### src/rtl/ex_mem_skid.sv
// Two-entry skid buffer between the EX and MEM stages. in_ready is registered so
// that MEM backpressure never reaches EX combinationally; an overflow trap squashes controls.
module ex_mem_skid (
   input  logic        clk,
   input  logic        reset,
   input  logic        in_valid,
   output logic        in_ready,
   input  logic [31:0] in_result,
   input  logic        in_ovf,
   input  logic [4:0]  in_rd,
   input  logic        in_regwrite,
   input  logic        in_memread,
   input  logic        in_memwrite,
   input  logic [31:0] in_store_data,
   output logic        out_valid,
   input  logic        out_ready,
   output logic [31:0] out_result,
   output logic        out_zero,
   output logic        out_ovf,
   output logic [4:0]  out_rd,
   output logic        out_regwrite,
   output logic        out_memread,
   output logic        out_memwrite,
   output logic [31:0] out_store_data,
   input  logic        flush,
   input  logic        trap_en,
   output logic        ovf_exc
);

   typedef enum logic [1:0] {EMPTY, ONE, FULL} state_e;

   typedef struct packed {
      logic [31:0] result;
      logic        zero;
      logic        ovf;
      logic [4:0]  rd;
      logic        regwrite;
      logic        memread;
      logic        memwrite;
      logic [31:0] store_data;
   } entry_t;

   function automatic entry_t clear_ctrl(input entry_t e);
      entry_t r;
      r          = e;
      r.regwrite = 1'b0;
      r.memread  = 1'b0;
      r.memwrite = 1'b0;
      return r;
   endfunction

   state_e state_q, state_d;
   entry_t head_q, head_d;
   entry_t skid_q, skid_d;
   entry_t cap;
   logic   in_ready_q, in_ready_d;
   logic   ovf_exc_q, ovf_exc_d;
   logic   trap, push, pop;

   assign trap      = trap_en && in_ovf;
   assign push      = in_valid && in_ready_q;
   assign out_valid = (state_q != EMPTY);
   assign pop       = out_valid && out_ready;

   // A trapped entry keeps its result/ovf for the handler but must not touch state.
   always_comb begin
      cap.result     = in_result;
      cap.zero       = (in_result == 32'h0);
      cap.ovf        = in_ovf;
      cap.rd         = in_rd;
      cap.regwrite   = in_regwrite;
      cap.memread    = in_memread;
      cap.memwrite   = in_memwrite;
      cap.store_data = in_store_data;
      if (trap) begin
         cap = clear_ctrl(cap);
      end
   end

   // NOTE: every always_comb output gets a default first so no path infers a latch.
   always_comb begin
      state_d = state_q;
      head_d  = head_q;
      skid_d  = skid_q;
      if (flush) begin
         state_d = EMPTY;
         head_d  = clear_ctrl(head_q);
      end else begin
         unique case (state_q)
            EMPTY: if (push) begin
               state_d = ONE;
               head_d  = cap;
            end
            ONE: begin
               if (push && pop) begin
                  head_d = cap;
               end else if (push) begin
                  state_d = FULL;
                  skid_d  = cap;
               end else if (pop) begin
                  state_d = EMPTY;
                  head_d  = clear_ctrl(head_q);
               end
            end
            FULL: if (pop) begin
               state_d = ONE;
               head_d  = skid_q;
            end
            default: state_d = EMPTY;
         endcase
      end
      in_ready_d = (state_d != FULL);
      ovf_exc_d  = push && trap && !flush;
   end

   // NOTE: sequential state uses non-blocking assignments so all flops update together.
   always_ff @(posedge clk) begin
      if (reset) begin
         state_q    <= EMPTY;
         in_ready_q <= 1'b1;
         head_q     <= '0;
         ovf_exc_q  <= 1'b0;
      end else begin
         state_q    <= state_d;
         in_ready_q <= in_ready_d;
         head_q     <= head_d;
         ovf_exc_q  <= ovf_exc_d;
      end
   end

   // NOTE: the skid slot is data-only storage, never visible until written, so it has no reset.
   always_ff @(posedge clk) begin
      skid_q <= skid_d;
   end

   assign in_ready       = in_ready_q;
   assign ovf_exc        = ovf_exc_q;
   assign out_result     = head_q.result;
   assign out_zero       = head_q.zero;
   assign out_ovf        = head_q.ovf;
   assign out_rd         = head_q.rd;
   assign out_regwrite   = head_q.regwrite;
   assign out_memread    = head_q.memread;
   assign out_memwrite   = head_q.memwrite;
   assign out_store_data = head_q.store_data;

endmodule
### config.mk
export PLATFORM = sky130hd
export DESIGN_NAME = ex_mem_skid
export DESIGN_NICKNAME = d
export VERILOG_FILES = /design/src/rtl/ex_mem_skid.sv
export SDC_FILE = /design/constraint.sdc
export NUM_CORES = 1
export LEC_CHECK = 0
export CAP_MARGIN = 40
export CORE_MARGIN = 2
export CORE_UTILIZATION = 30
export DETAILED_ROUTE_END_ITERATION = 7
export SYNTH_ARGS = -nofsm -noshare
export SYNTH_HDL_FRONTEND = slang
export SYNTH_SLANG_ARGS = --single-unit
### constraint.sdc
create_clock -name clk -period 5.65 [get_ports clk]
set_clock_uncertainty 0.1 [all_clocks]
set_input_delay 1.13 -clock clk [delete_from_list [all_inputs] [get_ports clk]]
set_output_delay 1.13 -clock clk [all_outputs]
set_load 0.01 [all_outputs]
# After elaboration in Yosys (flattened, before gate mapping)
# Cells that the tools add are included.
[op_classes]
n_bitwise = 2
mux = 14
n_eq_ne = 8
reduce_logical = 15
[ops]
columns = ["cell", "n"]
rows = [
  ["$mux 74", 3],
  ["$pmux 74 s3", 1],
  ["$mux 35", 3],
  ["$logic_not 32->1", 1],
  ["$mux 2", 6],
  ["$reduce_and 5->1", 2],
  ["$ne 2x2->1 const B", 4],
  ["$logic_and 1x1->1", 6],
  ["$ne 3x3->1 const B", 2],
  ["$pmux 2 s3", 1],
  ["$reduce_and 4->1", 1],
  ["$reduce_bool 3->1", 1],
  ["$eq 2x1->1 const B", 1],
  ["$eq 2x2->1 const B", 1],
  ["$logic_not 2->1", 1],
  ["$not 1->1", 2],
  ["$reduce_bool 2->1", 1],
  ["$reduce_or 2->1", 1],
  ["$logic_not 1->1", 1],
]
[word_totals]
reg_bits = 152
inputBits = 79
word_cells = 58

# Longest topological paths before layout
# Gate-level depths: netlist of the first run.
[logic_depth]
ltp_word = 8
mapped_depth = 9
mapped_depth_nobuf = 6

# Worst setup path after synthesis of the first run
# Ideal clock, no wire load.
[synth_timing]
kind = "input port to flip-flop"
from = "input in_valid"
to = "register skid_q[0] in the netlist's numbering, enable pin"
setup_slack_ns = 0.579
t_required_ns = 5.043
cell_stages = 3
t_arrival_ns = 4.464
cell_sequence = "and3_1 nand2_1 nor2_1"
[synth_between]
elab_chain_len = 4
[synth_rtl]
columns = ["item", "line_no", "rtl"]
rows = [
  ["start, declared", "6", "input logic in_valid,"],
  ["$logic_and 1x1->1 (*)", "61", "assign push = in_valid && in_ready_q;"],
  ["$logic_and 1x1->1", "95", "if (push && pop) begin"],
  ["$not 1->1 (no line)", "n/a", ""],
  ["$reduce_and 4->1 (no line) (*)", "n/a", ""],
  ["end signal, assigned", "133", "skid_q <= skid_d;"],
  ["end, declared", "54", "entry_t skid_q, skid_d;"],
]
# Every way passes the cells marked *; elsewhere a longest branch is shown, timed or not.
# A chain may end at the register's enable or synchronous reset.

# Worst setup path in the final report of the first run
[layout_timing]
from = "input out_ready"
to = "register head_q (netlist bit out_store_data[9])"
[layout_between]
elab_chain_len = 4
word_cells_on_any_way = 7
[layout_rtl]
columns = ["item", "line_no", "rtl"]
rows = [
  ["start, declared", "16", "input logic out_ready,"],
  ["$logic_and 1x1->1 (*)", "63", "assign pop = out_valid && out_ready;"],
  ["$logic_and 1x1->1", "95", ""],
  ["$ne 2x2->1 (no line) or $mux 74 (tied branches)", "n/a", ""],
  ["$reduce_and 5->1 (no line) or $pmux 74 s3 (tied branches)", "n/a", ""],
  ["end signal, assigned", "121", "head_q <= '0;"],
  ["end signal, assigned", "126", "head_q <= head_d;"],
  ["end, declared", "53", "entry_t head_q, head_d;"],
]
# Every way passes the cells marked *; elsewhere a longest branch is shown, timed or not. The select of a mux whose other input is x is not followed.

==> results of run 1 <==
[stage by stage]
| stage | power [uW] | instances | setup slack (ps) |
|---|---|---|---|
| floorplan | 1411 | 475 | 579.4 |
| global placement | 1599 | 849 | 1897 |
| detailed placement | 1609 | 850 | 1797 |
| CTS | 2773 | 882 | 2252 |
| global route | 2851 | 882 | 2112 |
| finish | 2741 | 882 | 2211 |
[how the worst max path moves through the flow]
stage / cells past startpoint / slack (ps) / to
final: 6 / 2210 / out_store_data[9]
after global routing: 6 / 2110 / out_store_data[6]
after CTS: 6 / 2250 / out_store_data[9]
after detailed placement: 6 / 1800 / out_store_data[18]
after global placement: 6 / 1900 / out_store_data[8]
after floorplan: 3 / 580 / skid_q[0]
[per-layer routing]
layer  track usage  vias up  wire length [um]  share of wire
met5             0        -                 0              0
met4       0.05624        0               269          0.017
met3       0.04427       22              1037          0.065
met2        0.2491      168              7718           0.48
met1        0.1981     2217              6981           0.44
li1              -     2163                 -              -
[power breakdown]
group / total [uW] / internal (uW) / switching (uW)
combinational: 347 / 179 / 168
clock: 1160 / 698 / 460
sequential: 1240 / 1210 / 29.2
total: 2740 / 2080 / 657
[synth_stat cells (5+ instances only)]
| library cell | n |
|---|---|
| a21oi_1 | 74 |
| a211oi_1 | 73 |
| clkbuf_1 | 25 |
| nor4_1 | 8 |
| edfxtp_1 | 74 |
| a22oi_1 | 73 |
| dfxtp_1 | 78 |
| inv_1 | 5 |
| and2_1 | 6 |
| nand2_1 | 6 |
| buf_2 | 19 |
[logic make-up (layout without fill, tap and decap cells)]
| group | after synthesis | count (layout) | synth area share |
|---|---|---|---|
| buf+inv | 54 | 201 | 0.03916 |
| fa+ha+maj | 4 | 4 | 0.008608 |
| compound gates | 231 | 231 | 0.2688 |
| flops | 152 | 152 | 0.6507 |
| simple gates | 34 | 34 | 0.03271 |
[sequential cells by signal (all words and copies together), names as in the netlist]
name and flops:
state_q 2, skid_q 74, out_result 32, in_ready 1, out_regwrite 1, out_memwrite 1, out_rd 5, out_zero 1
ovf_exc 1, out_memread 1, out_store_data 32, out_ovf 1
[worst register-to-register path, stage by stage (launching register included)]
cell	delay, ps
dfxtp_1	420
inv_1	110
ha_1	270
nand2b_1	290
a221oi_4	350
and2_2	690
buf_4	510
a211oi_1	150
[layout make-up]
class / count / area (um2) / share of cell area
multi-input cells: 269 / 1843 / 0.2242
clock inverters: 14 / 173.9 / 0.02116
inverters: 5 / 18.77 / 0.002283
flip-flops and latches: 152 / 3784 / 0.4603
repair buffers: 164 / 1647 / 0.2003
well taps: 260 / 325.3 / 0.03957
clock buffers: 18 / 429.2 / 0.05221
==> impl_results.md, run 1 <==
- Hold Crit Endpoint: out_store_data[8]
- Critical path's top delay family: buffers and inverters
- Die H: 143.2 um
- Post-cts sizing count: 0
- Clock sink count: 152
- GR Overflow Total: 0
- Pwr Density: roughly 330 mW/mm2
- Worst endpoint required time: 5830 ps
- Share of cells above drive strength 1: 0.08039
- Hold buffer count at cts: 0
- Dpl cell area: about 0.0076 mm2
- Post-layout nets: 692
- Bufs and invs on worst path: 2
- Drt first pass iters: 5
- Finish-stage setup viols: 0
- Final Hold Violating Endpoints: 0
- Avg WL per Cell: around 18 um
- CTS tree: built
- Worst-Skew Late Latency: 420 ps
- Worst R2R End: out_store_data[9]
- Share of the synthesized area in the top cell type: 0.3822
- Net count after synthesis: 558
- Top FF cell, synth: dfxtp_1
- Post-Synthesis Cells: between 400 and 500
- Status: finished, final reports clean
- Yosys Warn Count: 0
- H-tree Lvls: 4
- Vias in the first global route: 4381
- PortBufs: around 160
- EDFF count, synth: 74
- LEAKAGE: 0.002786 uW
- Worst EP arrival: 3620 ps
- Worst-margin pin slew: 801.5 ps
- Max rail drop VDD: 0.2131 mV
- Ys async rst share: 0
- Critical Path, Cell by Cell: clkdlybuf4s50_1 > nand2b_1 > a221oi_4 > and2_2 > buf_4 > a211oi_1
- Diode count: 0
- Crit-path slowest cell: and2_2
- Clk Tree Root Cell: clkbuf_16
- Fin Hold WS: 423.9 ps
- Mapped Area: 0.005814 mm2
- Post-layout min period: 3439 ps
- Final core utilization: 0.4365
- Ports: 156
- Commonest non-fill, non-tap cells in the layout: clkdlybuf4s50_1 (154), dfxtp_1 (78), a21oi_1 (74), edfxtp_1 (74)
- Critical Path Start: out_ready
- Core Box Area: 0.01883 mm2
- Synth Register Bits: between 150 and 200
- Total Wirelength: 16010 um
- Final instance area: a little over 0.008 mm2
- Crit. End Element: flop
- Row count: 50
- Clock transition at path regs: roughly 60 ps
- Slew Viols, Final: 0
- RSZ-0062 raised after global routing: false
- DRT iter0 DRCs: 244
- F_max: 290.8 MHz
- Post-CTS setup buffer count: 0
- Critical Path Fanout Max: 37
- Post-synth cell types: 33
- Chip width: 143.2 um
- RePlAce Congestion: 0.7917
- Worst hold path depth: 2
- Slew headroom: 0.4657
- First-pass GRT wire length: 23910 um
- Antenna violations before repair: 0
- Crit share post-route: 0.6086
- Vias per inst: 5.181
- Fillers: roughly 1800
- Largest net degree at the start of global routing: just over 70
- Worst setup SP type: input port
- Synth area leaders: edfxtp_1 (38%), dfxtp_1 (27%), a211oi_1 (9.4%), a22oi_1 (9.4%), a21oi_1 (6.4%)
- Syn avg cell area: 12.24 um2
- Die area: 0.02051 mm2
- Worst path max stage delay: 690 ps
- Worst r2r src: state_q[0]
- Gr usage total: 0.1545
- Launch point of the worst hold path: out_store_data[8]
- Starting Density: 0.3088
- FF-to-FF path depth: 7
- DR vias: 4570
- Number of buffers created by CTS: 17
- DRC violations left: 0
- Register area share after synthesis: 0.6507
- Critical path class: input port to flop
- Layout Area Growth over Synthesis: 41.38%
- Dpl hpwl: 10290 um
- Total negative slack: 0 ps
- Most area-hungry cell type in the Yosys netlist: edfxtp_1
- ANT nets after route: 0
- FF-to-FF setup slack: 2600 ps
- Hold crit path type: flop to flop
- Clock tree buffer depth: 2
- Max Cap Viol: 0
- Most common cell after layout, fill and taps aside: clkdlybuf4s50_1
Note: power is estimated with default switching activity, not from simulation.
==> run 2: changes to the inputs <==
==> constraint.sdc (replaced) <==
create_clock -name clk -period 3 [get_ports clk]
set_clock_uncertainty 0.1 [all_clocks]
set_input_delay 0.6 -clock clk [delete_from_list [all_inputs] [get_ports clk]]
set_output_delay 0.6 -clock clk [all_outputs]
set_load 0.01 [all_outputs]
==> run 2 against run 1 <==
  * Total power rose by 90%
  * Global-route usage is 1.5 points higher
  * Worst hold slack got worse by 5.3 ps
  * Sequential power increased by 87%
  * Largest power group unchanged
==> impl_results.md, run 2 (synthesized netlist as in run 1, its figures left out) <==
- Clock sink count: 152
- Dpl hpwl: 10950 um
- Post-layout min period: 2529 ps
- Critical Path Fanout Max: 6
- Largest net degree at the start of global routing: 72
- P_int: 4002 uW
- Total Wirelength: roughly 17000 um
- Core Box Area: 0.01883 mm2
- Hold Crit Endpoint: out_store_data[26]
- FF-to-FF setup slack: 520 ps
- Finish-stage setup viols: 0
- Slew Viols, Final: 0
- Diode count: 0
- Max Cap Viol: 0
- Die H: 143.2 um
- Pwr Density: between 600 and 700 mW/mm2
- Worst setup SP type: flop
- Hold crit path type: flop to flop
- Biggest register: skid_q
- Worst-margin pin slew: 854.9 ps
- Clk pwr share: 0.425
- Grt peak-use layer: met2
- Post-layout nets: 696
- Layout Area Growth over Synthesis: 42.29%
- Clock tree buffer depth: 2
- Largest register FFs: 74
- M3 GR Usage: 0.06740
- Switching part of the total power: 0.2318
- Gr usage total: 0.1698
- Critical path class: flop to output pin
- Met1 Track Usage GR: 0.2161
- GR Overflow Total: 0
- Ports: 156
- Vias in the first global route: ~4900
- Post-cts sizing count: 0
- Slew headroom: 0.4300
- Commonest non-fill, non-tap cells in the layout: clkdlybuf4s50_1 (154), dfxtp_1 (78), a21oi_1 (74), edfxtp_1 (74)
- Final Hold Violating Endpoints: 0
- Vias per inst: roughly 5.3
- ANT nets after route: 0
- Most common cell after layout, fill and taps aside: clkdlybuf4s50_1
- Met2 usage: 0.2727
- Chip width: 143.2 um
- H-tree Lvls: 4
- Share of cells above drive strength 1: 0.08320
- Worst hold path depth: 2
- Antenna violations before repair: 1
- DR vias: 4694
- Number of buffers created by CTS: 17
- LEAKAGE: 0.002805 uW
- Avg WL per Cell: 19.29 um
- First-pass GRT wire length: 26810 um
- PortBufs: 155
- RePlAce Congestion: about 0.83
- Total negative slack: 0 ps
- Worst R2R End: out_store_data[29]
- Fin Hold WS: ~420 ps
- Final instance area: slightly above 0.008 mm2
- Dpl cell area: about 0.0077 mm2
- Status: finished, final reports clean
- Crit share post-route: 0.8429
- Launch point of the worst hold path: out_store_data[26]
- Drt first pass iters: 5
- Row count: 50
- Post-CTS setup buffer count: 0
- DRT iter0 DRCs: 280
- Sequential power share: 0.446
- Clk Tree Root Cell: clkbuf_16
- Die area: 0.02051 mm2
- Worst endpoint required time: approximately 2300 ps
- Switch Pwr: 1208 uW
- Hold buffer count at cts: 0
- Clock transition at path regs: 60 ps
- Final core utilization: 0.4393
- Worst EP arrival: 1830 ps
- RSZ-0062 raised after global routing: false
- FF-to-FF path depth: 7
- Crit. End Element: output pin
- Tot Pwr: roughly 5200 uW
- F_max: 395.4 MHz
- Worst-Skew Late Latency: 430 ps
- Combinational power share: 0.129
- DRC violations left: 0
- Worst r2r src: state_q[0]
- Max rail drop VDD: 0.3791 mV
- Starting Density: 0.3088
- CTS tree: built
## run 2: final cells by class
cell class              count  area (um2)
well taps                 260       325.3
multi-input cells         269        1843
clock buffers              18       429.2
flip-flops and latches    152        3784
fillers                  1754       10560
clock inverters            13       178.9
inverters                   5       18.77
repair buffers            168        1694
## run 2: power groups by stage
stage	Sequential, uW	Combinational [uW]	Clock (uW)
floorplan	2400	259	0
global placement	2370	661	0
detailed placement	2370	677	0
CTS	2320	678	2270
global route	2330	734	2360
finish	2320	673	2210
## run 2: per-layer routing
layer,vias to the layer above,part of all wire
li1,2174,-
met1,2331,0.44
met2,176,0.48
met3,11,0.081
met4,2,0.0039
met5,-,0.00076
## run 2: critical path: stages, from the launching register on
cell and delay (ps):
dfxtp_1 400, inv_1 100, ha_1 270, inv_1 100, clkdlybuf4s50_1 540
## run 2: worst max path at each step
stage | startpoint | endpoint | slack [ps] | cells past startpoint
3_5_place_dp | out_ready | out_store_data[29] | 250 | 6
3_3_place_gp | in_result[4] | out_zero | 280 | 5
5_1_grt | state_q[0] | out_store_data[29] | 310 | 7
2_1_floorplan | state_q[0] | skid_q[0] | 430 | 5
6_report | state_q[0] | out_valid | 470 | 4
4_1_cts | state_q[0] | out_valid | 440 | 4
## run 2: metrics by stage
step | setup WS (ps) | std cells
after detailed placement | 251.2 | 854
after CTS | 443.5 | 885
after floorplan | 426.9 | 475
final | 471.2 | 885
after global routing | 307.7 | 885
after global placement | 282.2 | 854
==> run 3: changes to the inputs <==
==> constraint.sdc (replaced) <==
create_clock -name clk -period 2.6 [get_ports clk]
set_clock_uncertainty 0.1 [all_clocks]
set_input_delay 0.52 -clock clk [delete_from_list [all_inputs] [get_ports clk]]
set_output_delay 0.52 -clock clk [all_outputs]
set_load 0.01 [all_outputs]
==> run 3 against run 2 <==
  * Total power up 17%
  * Register-to-register slack worse by 300 ps
  * Critical path type unchanged
  * First-iteration DRC count up 33%
  * Critical path depth unchanged
  * Cell count up 0.45%
  * Wire length down 0.86%
==> impl_results.md, run 3 (synthesized netlist as in run 1, its figures left out) <==
- Status: finished, final reports clean
- Crit share post-route: 0.9414
- Final worst slack: 152.3 ps
- LEAKAGE: 0.002849 uW
- Antenna violations before repair: 0
- First-pass GRT wire length: 26120 um
- RePlAce Congestion: 0.8126
- Number of buffers created by CTS: 17
- RSZ-0062 raised after global routing: false
- Avg WL per Cell: around 19 um
- DR vias: 4627
- Vias per inst: 5.205
- Share of cells above drive strength 1: 0.08585
- Max rail drop VDD: 0.4718 mV
- Drt first pass iters: 5
- Post-layout nets: 699
- Layout Area Growth over Synthesis: 43.96%
- Switching part of the total power: 0.2281
- Final instance area: 0.008371 mm2
- Clock transition at path regs: 60 ps
- DRT iter0 DRCs: 373
- Row count: 50
- Gr usage total: 0.1655
- Final Non-Filler Cells: a little under 900
- Critical path class: flop to output pin
- Placed Cells: 857
- Dpl hpwl: 11020 um
- Ports: between 150 and 200
- Slew headroom: 0.5442
- Die area: 0.02051 mm2
- Launch point of the worst hold path: out_store_data[17]
- PortBufs: 155
- Max Cap Viol: 0
- Most common cell after layout, fill and taps aside: clkdlybuf4s50_1
- Hold crit path type: flop to flop
- Slew Viols, Final: 0
- Sequential power share: 0.439
- Hold buffer count at cts: 0
- ANT nets after route: 0
- Worst r2r src: state_q[0]
- Largest net degree at the start of global routing: 75
- Total Wirelength: approximately 17000 um
- Clk Tree Root Cell: clkbuf_16
- Worst EP arrival: 1830 ps
- F_max: 408.5 MHz
- Diode count: 0
- Clk pwr share: 0.431
- Starting Density: 0.3088
- Clock sink count: 152
- Biggest register: skid_q
- Worst setup SP type: flop
- Post-layout min period: 2448 ps
- H-tree Lvls: 4
- Commonest non-fill, non-tap cells in the layout: clkdlybuf4s50_1 (154), dfxtp_1 (78), a21oi_1 (74), edfxtp_1 (74)
- P_int: 4711 uW
- Pre-CTS WS: -150.0 ps
- Clock tree buffer depth: 2
- GR Overflow Total: 0
- Dpl cell area: between 0.007 and 0.008 mm2
- Vias in the first global route: 4623
- Die H: 143.2 um
- Finish-stage setup viols: 0
- CTS tree: built
- Largest register FFs: 74
- Tot Pwr: 6103 uW
- Worst endpoint required time: a little under 2000 ps
- Crit. End Element: output pin
- Pwr Density: 729.1 mW/mm2
- Combinational power share: 0.129
- Critical Path Start: state_q[0]
- DRC violations left: 0
- Chip width: roughly 140 um
- Post-cts sizing count: 0
- Critical Path Fanout Max: 6
- Final Hold Violating Endpoints: 0
- Worst-margin pin slew: 666.5 ps
- Switch Pwr: around 1400 uW
- Worst-Skew Late Latency: 420 ps
- Core Box Area: 0.01883 mm2
- Total negative slack: 0 ps
- Post-CTS setup buffer count: 0
-- run 3: worst max-delay path, cell delays in order, from the launching register on --
cell	delay, ps
dfxtp_1	390
inv_1	100
ha_1	270
inv_1	100
clkdlybuf4s50_1	540
-- run 3: final timing paths --
kind | to | slack (ps) | cells past startpoint
max reg2reg | out_store_data[5] | 220 | 7
max | out_valid | 150 | 4
min reg2reg | out_store_data[17] | 420 | 2
min | out_store_data[17] | 420 | 2
-- run 3: layout make-up --
class / count / area, um2
timing repair buffer: 171 / 1767
sequential: 152 / 3784
tap: 260 / 325.3
inverter: 5 / 18.77
multi-input combinational: 269 / 1843
fill: 1755 / 10460
clock buffer: 26 / 521.8
clock inverter: 6 / 111.4
-- run 3: per-layer routing --
layer,up-vias,part of all wire,global-route usage
li1,2183,-,-
met1,2248,0.45,0.2234
met2,181,0.47,0.2531
met3,15,0.074,0.05231
met4,0,0.011,0.05315
met5,-,0,0
-- run 3: through the flow --
step,hold slack (ps),utilization
6_report,417.0,0.4445
3_3_place_gp,406.9,0.4109
5_1_grt,439.9,0.4445
4_1_cts,419.8,0.4445
2_1_floorplan,419.2,-
3_5_place_dp,413.0,0.4109
-- run 3: power groups by stage --
stage	sequential, uW	clock, uW	combinational (uW)
after floorplan	2770	0	299
after global placement	2730	0	777
after CTS	2680	2690	795
final	2680	2630	788
after global routing	2690	2790	854
after detailed placement	2730	0	793
